## src/rtl/ooc_lfsr_stimulus_bank_if.sv

```systemverilog
// ----------------------------------------------------------------------------
// ooc_lfsr_stimulus_bank_if
//   Bundles the control, stimulus, response and signature-readout signals of
//   the out-of-context stimulus/response harness.
//
//   Parameters : NUM_CH, CH_WIDTH  - stimulus bus is NUM_CH*CH_WIDTH bits
//                RESP_WIDTH        - compacted DUT response / signature width
//   Signals    : i_run, i_step, i_reseed        advance / reseed control
//                o_stim                         concatenated LFSR channels
//                i_resp                         DUT response to compact
//                o_signature                    live MISR value
//                i_sig_read, o_sig_bit,
//                o_sig_busy                     serial signature readout
//                o_adv_count                    advances since reset/reseed
//   Modports   : master - the wrapper / bench driving the harness
//                slave  - the harness itself
// ----------------------------------------------------------------------------
interface ooc_lfsr_stimulus_bank_if #(
    parameter int NUM_CH     = 5,
    parameter int CH_WIDTH   = 32,
    parameter int RESP_WIDTH = 64
);
    logic                         i_run;
    logic                         i_step;
    logic                         i_reseed;
    logic [NUM_CH*CH_WIDTH-1:0]   o_stim;
    logic [RESP_WIDTH-1:0]        i_resp;
    logic [RESP_WIDTH-1:0]        o_signature;
    logic                         i_sig_read;
    logic                         o_sig_bit;
    logic                         o_sig_busy;
    logic [31:0]                  o_adv_count;

    modport master (
        output i_run, i_step, i_reseed, i_resp, i_sig_read,
        input  o_stim, o_signature, o_sig_bit, o_sig_busy, o_adv_count
    );

    modport slave (
        input  i_run, i_step, i_reseed, i_resp, i_sig_read,
        output o_stim, o_signature, o_sig_bit, o_sig_busy, o_adv_count
    );
endinterface

```

## src/rtl/ooc_lfsr_stimulus_bank.sv

```systemverilog
// ----------------------------------------------------------------------------
// ooc_lfsr_stimulus_bank
//   Stimulus/response harness for out-of-context builds of pipeline blocks.
//   NUM_CH Galois LFSR channels drive the DUT inputs; the DUT response is
//   compacted into a MISR whose value can be shifted out serially, MSB first.
//
//   Ports:
//     clk    - system clock, rising edge
//     reset  - asynchronous, active-high reset
//     bus    - ooc_lfsr_stimulus_bank_if.slave (control, stimulus, response,
//              signature and serial readout signals)
// ----------------------------------------------------------------------------
module ooc_lfsr_stimulus_bank #(
    parameter int                    NUM_CH     = 5,
    parameter int                    CH_WIDTH   = 32,
    parameter logic [CH_WIDTH-1:0]   POLY       = CH_WIDTH'(32'h0040_0007),
    parameter int                    SEED_BASE  = 3,
    parameter int                    SEED_STEP  = 2,
    parameter int                    RESP_WIDTH = 64,
    parameter logic [RESP_WIDTH-1:0] RESP_POLY  = RESP_WIDTH'(64'h0000_0000_0000_001B),
    parameter int                    RESP_LAT   = 1
) (
    input logic                      clk,
    input logic                      reset,
    ooc_lfsr_stimulus_bank_if.slave  bus
);

    localparam int CNT_W = $clog2(RESP_WIDTH);

    typedef enum logic {
        RD_IDLE,
        RD_SHIFT
    } rd_state_t;

    function automatic logic [CH_WIDTH-1:0] seed_of(input int k);
        logic [CH_WIDTH-1:0] s;
        s = CH_WIDTH'(longint'(SEED_BASE) + longint'(k) * longint'(SEED_STEP));
        // An all-zero seed would lock the LFSR, so it is bumped to 1.
        if (s == '0) s = CH_WIDTH'(1);
        return s;
    endfunction

    function automatic logic [CH_WIDTH-1:0] ch_step(input logic [CH_WIDTH-1:0] x);
        return {x[CH_WIDTH-2:0], 1'b0} ^ (x[CH_WIDTH-1] ? POLY : '0);
    endfunction

    function automatic logic [RESP_WIDTH-1:0] resp_step(input logic [RESP_WIDTH-1:0] x);
        return {x[RESP_WIDTH-2:0], 1'b0} ^ (x[RESP_WIDTH-1] ? RESP_POLY : '0);
    endfunction

    logic adv;
    logic absorb;
    assign adv = bus.i_run | bus.i_step;

    // ------------------------------------------------------------------
    // Stimulus channels and advance counter
    // ------------------------------------------------------------------
    logic [CH_WIDTH-1:0] ch_q [NUM_CH];
    logic [31:0]         adv_count_q;

    // NOTE: state registers use non-blocking assignments so every flop in the
    // design samples the same pre-edge values regardless of block ordering.
    always_ff @(posedge clk or posedge reset) begin
        if (reset) begin
            for (int k = 0; k < NUM_CH; k++) ch_q[k] <= seed_of(k);
            adv_count_q <= '0;
        end else if (bus.i_reseed) begin
            for (int k = 0; k < NUM_CH; k++) ch_q[k] <= seed_of(k);
            adv_count_q <= '0;
        end else if (adv) begin
            for (int k = 0; k < NUM_CH; k++) ch_q[k] <= ch_step(ch_q[k]);
            adv_count_q <= adv_count_q + 32'd1;
        end
    end

    logic [NUM_CH*CH_WIDTH-1:0] stim_flat;

    // NOTE: every variable written in a combinational block gets a default
    // first, so no path leaves it unassigned and no latch is inferred.
    always_comb begin
        stim_flat = '0;
        for (int k = 0; k < NUM_CH; k++) stim_flat[k*CH_WIDTH +: CH_WIDTH] = ch_q[k];
    end

    assign bus.o_stim      = stim_flat;
    assign bus.o_adv_count = adv_count_q;

    // ------------------------------------------------------------------
    // Response-latency alignment: absorb is adv delayed by RESP_LAT cycles
    // ------------------------------------------------------------------
    if (RESP_LAT == 0) begin : g_no_lat
        assign absorb = adv;
    end else begin : g_lat
        logic [RESP_LAT-1:0] adv_dly_q;

        // Reseed flushes the line so responses to pre-reseed stimulus are
        // never folded into the fresh signature.
        always_ff @(posedge clk or posedge reset) begin
            if (reset)             adv_dly_q <= '0;
            else if (bus.i_reseed) adv_dly_q <= '0;
            else                   adv_dly_q <= (adv_dly_q << 1) | RESP_LAT'(adv);
        end

        assign absorb = adv_dly_q[RESP_LAT-1];
    end

    // ------------------------------------------------------------------
    // MISR
    // ------------------------------------------------------------------
    logic [RESP_WIDTH-1:0] sig_q;

    always_ff @(posedge clk or posedge reset) begin
        if (reset)             sig_q <= '0;
        else if (bus.i_reseed) sig_q <= '0;
        else if (absorb)       sig_q <= resp_step(sig_q) ^ bus.i_resp;
    end

    assign bus.o_signature = sig_q;

    // ------------------------------------------------------------------
    // Serial readout FSM (unaffected by reseed)
    // ------------------------------------------------------------------
    rd_state_t             state_q,    state_d;
    logic [RESP_WIDTH-1:0] snap_q,     snap_d;
    logic [CNT_W-1:0]      bit_cnt_q,  bit_cnt_d;
    logic                  sig_bit_q,  sig_bit_d;
    logic                  sig_busy_q, sig_busy_d;

    always_ff @(posedge clk or posedge reset) begin
        if (reset) begin
            state_q    <= RD_IDLE;
            snap_q     <= '0;
            bit_cnt_q  <= '0;
            sig_bit_q  <= 1'b0;
            sig_busy_q <= 1'b0;
        end else begin
            state_q    <= state_d;
            snap_q     <= snap_d;
            bit_cnt_q  <= bit_cnt_d;
            sig_bit_q  <= sig_bit_d;
            sig_busy_q <= sig_busy_d;
        end
    end

    always_comb begin
        state_d    = state_q;
        snap_d     = snap_q;
        bit_cnt_d  = bit_cnt_q;
        sig_bit_d  = sig_bit_q;
        sig_busy_d = sig_busy_q;
        unique case (state_q)
            RD_IDLE: begin
                if (bus.i_sig_read) begin
                    // The MSB is presented straight away, so the snapshot is
                    // stored already shifted by one place.
                    state_d    = RD_SHIFT;
                    snap_d     = sig_q << 1;
                    bit_cnt_d  = CNT_W'(RESP_WIDTH - 1);
                    sig_bit_d  = sig_q[RESP_WIDTH-1];
                    sig_busy_d = 1'b1;
                end
            end
            RD_SHIFT: begin
                if (bit_cnt_q == '0) begin
                    state_d    = RD_IDLE;
                    sig_bit_d  = 1'b0;
                    sig_busy_d = 1'b0;
                end else begin
                    sig_bit_d  = snap_q[RESP_WIDTH-1];
                    snap_d     = snap_q << 1;
                    bit_cnt_d  = bit_cnt_q - CNT_W'(1);
                end
            end
            default: state_d = RD_IDLE;
        endcase
    end

    assign bus.o_sig_bit  = sig_bit_q;
    assign bus.o_sig_busy = sig_busy_q;

endmodule

```

## src/flat_wrapper.sv

```systemverilog
// flat-port wrapper written by rule: the top's interface ports become plain ports
module ooc_lfsr_stimulus_bank_flat 
#(
    parameter int                    NUM_CH     = 5,
    parameter int                    CH_WIDTH   = 32,
    parameter logic [CH_WIDTH-1:0]   POLY       = CH_WIDTH'(32'h0040_0007),
    parameter int                    SEED_BASE  = 3,
    parameter int                    SEED_STEP  = 2,
    parameter int                    RESP_WIDTH = 64,
    parameter logic [RESP_WIDTH-1:0] RESP_POLY  = RESP_WIDTH'(64'h0000_0000_0000_001B),
    parameter int                    RESP_LAT   = 1
)
  (clk, reset, bus_i_run, bus_i_step, bus_i_reseed, bus_i_resp, bus_i_sig_read, bus_o_stim, bus_o_signature, bus_o_sig_bit, bus_o_sig_busy, bus_o_adv_count);
  ooc_lfsr_stimulus_bank_if #(.NUM_CH(NUM_CH), .CH_WIDTH(CH_WIDTH), .RESP_WIDTH(RESP_WIDTH)) bus_i ();
  input logic clk;
  input logic reset;
  input wire logic [$bits(bus_i.i_run)-1:0] bus_i_run;
  input wire logic [$bits(bus_i.i_step)-1:0] bus_i_step;
  input wire logic [$bits(bus_i.i_reseed)-1:0] bus_i_reseed;
  input wire logic [$bits(bus_i.i_resp)-1:0] bus_i_resp;
  input wire logic [$bits(bus_i.i_sig_read)-1:0] bus_i_sig_read;
  output wire logic [$bits(bus_i.o_stim)-1:0] bus_o_stim;
  output wire logic [$bits(bus_i.o_signature)-1:0] bus_o_signature;
  output wire logic [$bits(bus_i.o_sig_bit)-1:0] bus_o_sig_bit;
  output wire logic [$bits(bus_i.o_sig_busy)-1:0] bus_o_sig_busy;
  output wire logic [$bits(bus_i.o_adv_count)-1:0] bus_o_adv_count;
  assign bus_i.i_run = bus_i_run;
  assign bus_i.i_step = bus_i_step;
  assign bus_i.i_reseed = bus_i_reseed;
  assign bus_i.i_resp = bus_i_resp;
  assign bus_i.i_sig_read = bus_i_sig_read;
  assign bus_o_stim = bus_i.o_stim;
  assign bus_o_signature = bus_i.o_signature;
  assign bus_o_sig_bit = bus_i.o_sig_bit;
  assign bus_o_sig_busy = bus_i.o_sig_busy;
  assign bus_o_adv_count = bus_i.o_adv_count;
  ooc_lfsr_stimulus_bank #(.NUM_CH(NUM_CH), .CH_WIDTH(CH_WIDTH), .POLY(POLY), .SEED_BASE(SEED_BASE), .SEED_STEP(SEED_STEP), .RESP_WIDTH(RESP_WIDTH), .RESP_POLY(RESP_POLY), .RESP_LAT(RESP_LAT)) u_core (.clk(clk), .reset(reset), .bus(bus_i));
endmodule
```

## config.mk

```make
export PLATFORM = sky130hd
export DESIGN_NAME = ooc_lfsr_stimulus_bank_flat
export DESIGN_NICKNAME = d
export VERILOG_FILES = /design/src/rtl/ooc_lfsr_stimulus_bank_if.sv /design/src/rtl/ooc_lfsr_stimulus_bank.sv /design/src/flat_wrapper.sv
export SDC_FILE = /design/constraint.sdc
export NUM_CORES = 1
export LEC_CHECK = 0
export CORE_MARGIN = 2
export CORE_UTILIZATION = 45
export DETAILED_ROUTE_END_ITERATION = 7
export PLACE_DENSITY = 0.86
export SYNTH_ARGS = -nofsm -noshare
export SYNTH_HDL_FRONTEND = slang
export SYNTH_SLANG_ARGS = --single-unit
```

## constraint.sdc

```tcl
create_clock -name clk -period 11.1 [get_ports clk]
set_input_delay 2.22 -clock clk [delete_from_list [all_inputs] [get_ports clk]]
set_output_delay 2.22 -clock clk [all_outputs]
set_load 0.02 [all_outputs]
```

==> load_flow_metrics.sql <==
INSERT INTO impl_metrics (metric_group, metric, value, unit) VALUES
('floorplan', 'std_cell_rows', '65', ''),
('route', 'route.vias.total', '11613', ''),
('floorplan', 'coreArea', '31400', 'um2'),
('critical_path', 'crit_type', 'in -> reg', ''),
('sta', 'transition_time_at_the_pin_with_the_least_slew_margin', '1.19', 'ns'),
('clock_network', 'postCtsSetupRepairBufs', '0', ''),
('placement', 'gp_congestion', '0.791', ''),
('logic_synthesis', 'yosys_most_used_dff', 'dfrtp_1', ''),
('sta', 'post-route-period-util', '0.393', ''),
('route', 'count_of_antenna_violating_nets_left_after_detailed_routing', '0', ''),
('critical_path', 'cp_data_arrival_time', '4.76', 'ns'),
('route', 'drt-vias-per-instance', '5.37', ''),
('outcome', 'outcome', 'finished clean', ''),
('global_route', 'first_global_vias', '11475', ''),
('cells_and_area', 'n_antenna_cell', '0', ''),
('logic_synthesis', 'synth-edff-count', '0', ''),
('sta', 'max_freq', '229', 'MHz'),
('critical_path', 'critPathRequiredTime', '11.50', 'ns'),
('critical_path', 'crit_path_start_kind', 'input port', ''),
('logic_synthesis', 'synth.cell_area', '14300', 'um2'),
('logic_synthesis', 'postSynthNetCount', '1539', ''),
('clock_network', 'cts_buffers', '37', ''),
('logic_synthesis', 'post_synth_inst_count', '1466', ''),
('clock_network', 'cts.repair.resized', '0', ''),
('sta', 'final.setup.tns', '0', 'ns'),
('logic_synthesis', 'synth.top_cells.by_area', 'dfrtp_1, nand2_1, a21oi_1', ''),
('route', 'post_drt_wl_per_cell', '17.5', 'um'),
('global_route', 'grt_pass1_wl', '60800', 'um'),
('route', 'drt_first_iter_violations', '656', ''),
('floorplan', 'chipHeight', '182', 'um'),
('clock_network', 'postCtsHoldBufs', '0', ''),
('clock_network', 'insertion_delay', '0.51', 'ns'),
('floorplan', 'design.die.area', '33200', 'um2'),
('global_route', 'gr-usage-all-layers', '0.225', ''),
('cells_and_area', 'post_route_cells_drive_above_1_share', '0.0557', ''),
('placement', 'placed_cell_area', '17800', 'um2'),
('min_path', 'worstHoldPathType', 'reg -> reg', ''),
('sta', 'rsz_0062_raised_after_global_routing', 'no', ''),
('cells_and_area', 'multi_input_area', '5640', 'um2'),
('cells_and_area', 'seqCellArea', '8260', 'um2'),
('logic_synthesis', 'synth_top_cell_area_share', '0.555', ''),
('power_and_ir_drop', 'total_power', '3.23', 'mW'),
('clock_network', 'tritoncts', 'yes', ''),
('power_and_ir_drop', 'peakVddDrop', '0.000118', 'V'),
('power_and_ir_drop', 'p_leak', '8.15', 'nW'),
('cells_and_area', 'area_growth_syn_to_layout', '33.1', '%'),
('clock_network', 'clkSlewWorstSetupHoldPaths', '0.06', 'ns'),
('sta', 'setup-violations-final', '0', ''),
('global_route', 'grt.overflow.total', '0', ''),
('clock_network', 'htree_depth', '2', ''),
('critical_path', 'critical_path_endpoint_category', 'flop', ''),
('sta', 'min_period', '4.36', 'ns'),
('logic_synthesis', 'leading_area_contributor_after_synthesis', 'dfrtp_1', ''),
('logic_synthesis', 'ys_warn_count', '0', ''),
('placement', 'hpwl', '24100', 'um'),
('logic_synthesis', 'postSynthAreaPerCell', '9.75', 'um2'),
('sta', 'slew_headroom', '0.206', ''),
('logic_synthesis', 'postSynth.asyncResetShare', '1.00', ''),
('critical_path', 'worst_path_fanout_max', '109', ''),
('logic_synthesis', 'seq_area_frac_synth', '0.577', ''),
('cells_and_area', 'final_nets', '1807', ''),
('flow_run', 'maxCapViolations', '0', ''),
('cells_and_area', 'postLayoutCoreUtil', '0.606', ''),
('global_route', 'number_of_antenna_violations_at_the_first_check_in_global_routing', '0', ''),
('route', 'route.final.wire_length', '37800', 'um'),
('sta', 'skew', '0.0106', 'ns'),
('floorplan', 'initial_core_util', '0.455', ''),
('logic_synthesis', 'ys_seq_elements', '329', ''),
('floorplan', 'die_w', '182', 'um'),
('clock_network', 'cts_buffer_depth', '3', ''),
('route', 'first_pass_iters', '5', ''),
('sta', 'hold_viol_final', '0', ''),
('floorplan', 'design.portCount', '328', ''),
('logic_synthesis', 'synth_cell_type_count', '38', ''),
('placement', 'io_buffers', '327', ''),
('clock_network', 'clock-root-buffer', 'clkbuf_16', ''),
('clock_network', 'cts.sink_count', '329', ''),
('cells_and_area', 'final.fill_count', '2492', ''),
('sta', 'final-max-slew-violation-count', '0', ''),
('sta', 'final.hold.worst_slack', '0.473', 'ns'),
('global_route', 'grt_start_max_net_pins', '177', ''),
('power_and_ir_drop', 'power_density', '170', 'nW/um2'),
('route', 'post-route-drc-count', '0', ''),
('cells_and_area', 'postLayoutCellArea', '19000', 'um2');
## final cells by class
class	count	share of cell area
clock buffer	59	0.0621
clock inverter	7	0.00362
inverter	3	0.000789
multi-input combinational	1026	0.297
sequential	329	0.434
tap	402	0.0264
timing repair buffer	337	0.177
## through the flow
step / instances / setup slack, ns
after floorplan: 1466 / 4.50
after global placement: 2097 / 6.33
after detailed placement: 2097 / 6.23
after CTS: 2163 / 6.78
after global routing: 2163 / 6.55
final: 2163 / 6.74
## worst paths after layout
check / startpoint / endpoint / slack [ns] / cells past startpoint
worst max-delay path: bus_i_step / u_core.bus.o_stim[33] / 6.74 / 5
worst min-delay path: u_core.bit_cnt_q[5] / u_core.bit_cnt_q[5] / 0.47 / 1
worst min register to register: u_core.bit_cnt_q[5] / u_core.bit_cnt_q[5] / 0.47 / 1
max in group asynchronous: reset / u_core.state_q / 6.96 / 4
worst max register to register: u_core.bit_cnt_q[2] / u_core.snap_q[31] / 8.62 / 5
min in group asynchronous: reset / u_core.bus.o_adv_count[14] / 2.33 / 3
## critical path, cell delays in order
cell and delay [ns]:
clkdlybuf4s50_1 0.57, or2_4 0.60, buf_4 0.88, nor2_1 0.09, a211oi_1 0.29
## cell families after synthesis
kind of cell | count (synthesis) | share of synthesized area
multiplexers | 66 | 0.0462
XOR/XNOR | 110 | 0.0674
AND/OR/NAND/NOR | 550 | 0.159
buffers and inverters | 111 | 0.0298
AO/OA/AOI/OAI | 297 | 0.119
flip-flops | 329 | 0.577
adder cells (fa/ha/maj) | 3 | 0.00263
## power breakdown
| part | internal (mW) | switching, mW | total, mW |
|---|---|---|---|
| sequential | 1.36 | 0.116 | 1.48 |
| clock | 0.752 | 0.478 | 1.23 |
| combinational | 0.243 | 0.280 | 0.522 |
## registers in the layout, indices dropped and copies added (netlist names)
signal / count
u_core.bus.o_signature: 64
u_core.bus.o_sig_bit: 1
u_core.bus.o_adv_count: 32
u_core.state_q: 1
u_core.bit_cnt_q: 6
u_core.bus.o_sig_busy: 1
u_core.absorb: 1
u_core.bus.o_stim: 160
u_core.snap_q: 63
## synthesized netlist by cell type (2+ instances only)
cell type / instances
a211oi_1: 71
a21oi_1: 206
a31oi_1: 2
and2_1: 2
and3_1: 5
and3_2: 2
and4_1: 4
buf_1: 2
buf_2: 7
clkbuf_1: 99
dfrtp_1: 317
dfstp_2: 12
ha_1: 3
inv_1: 3
mux2i_1: 66
nand2_1: 308
nand2b_1: 2
nand3_1: 11
nand3b_1: 8
nand4_1: 10
nand4_2: 2
nor2_1: 180
nor3_1: 3
nor4_1: 3
o21ai_0: 9
o21bai_1: 5
or2_2: 2
or3_1: 4
xnor2_1: 81
xor2_1: 29
## cells in the final DEF (no fill, tap or decap), types with 5 or more instances in the layout
| master | instances |
|---|---|
| clkdlybuf4s50_1 | 326 |
| a211oi_1 | 71 |
| buf_4 | 9 |
| dfstp_2 | 12 |
| o21bai_1 | 5 |
| nand4_1 | 10 |
| o21ai_0 | 9 |
| dfrtp_1 | 315 |
| xor2_1 | 29 |
| clkbuf_16 | 39 |
| a21oi_1 | 206 |
| and3_1 | 5 |
| clkbuf_8 | 13 |
| xnor2_1 | 81 |
| mux2i_1 | 66 |
| nand2_1 | 307 |
| nand3b_1 | 8 |
| clkbuf_1 | 7 |
| nand3_1 | 11 |
| nor2_1 | 179 |
## metal layers
metal / GRT usage / routed length (um) / vias to the layer above
met5: 0 / 0 / -
met4: 0.0755 / 1160 / 0
met3: 0.0814 / 3720 / 76
met2: 0.361 / 17700 / 415
met1: 0.284 / 15200 / 5683
li1: - / - / 5439
No activity file was read; power rests on OpenSTA's default activity.
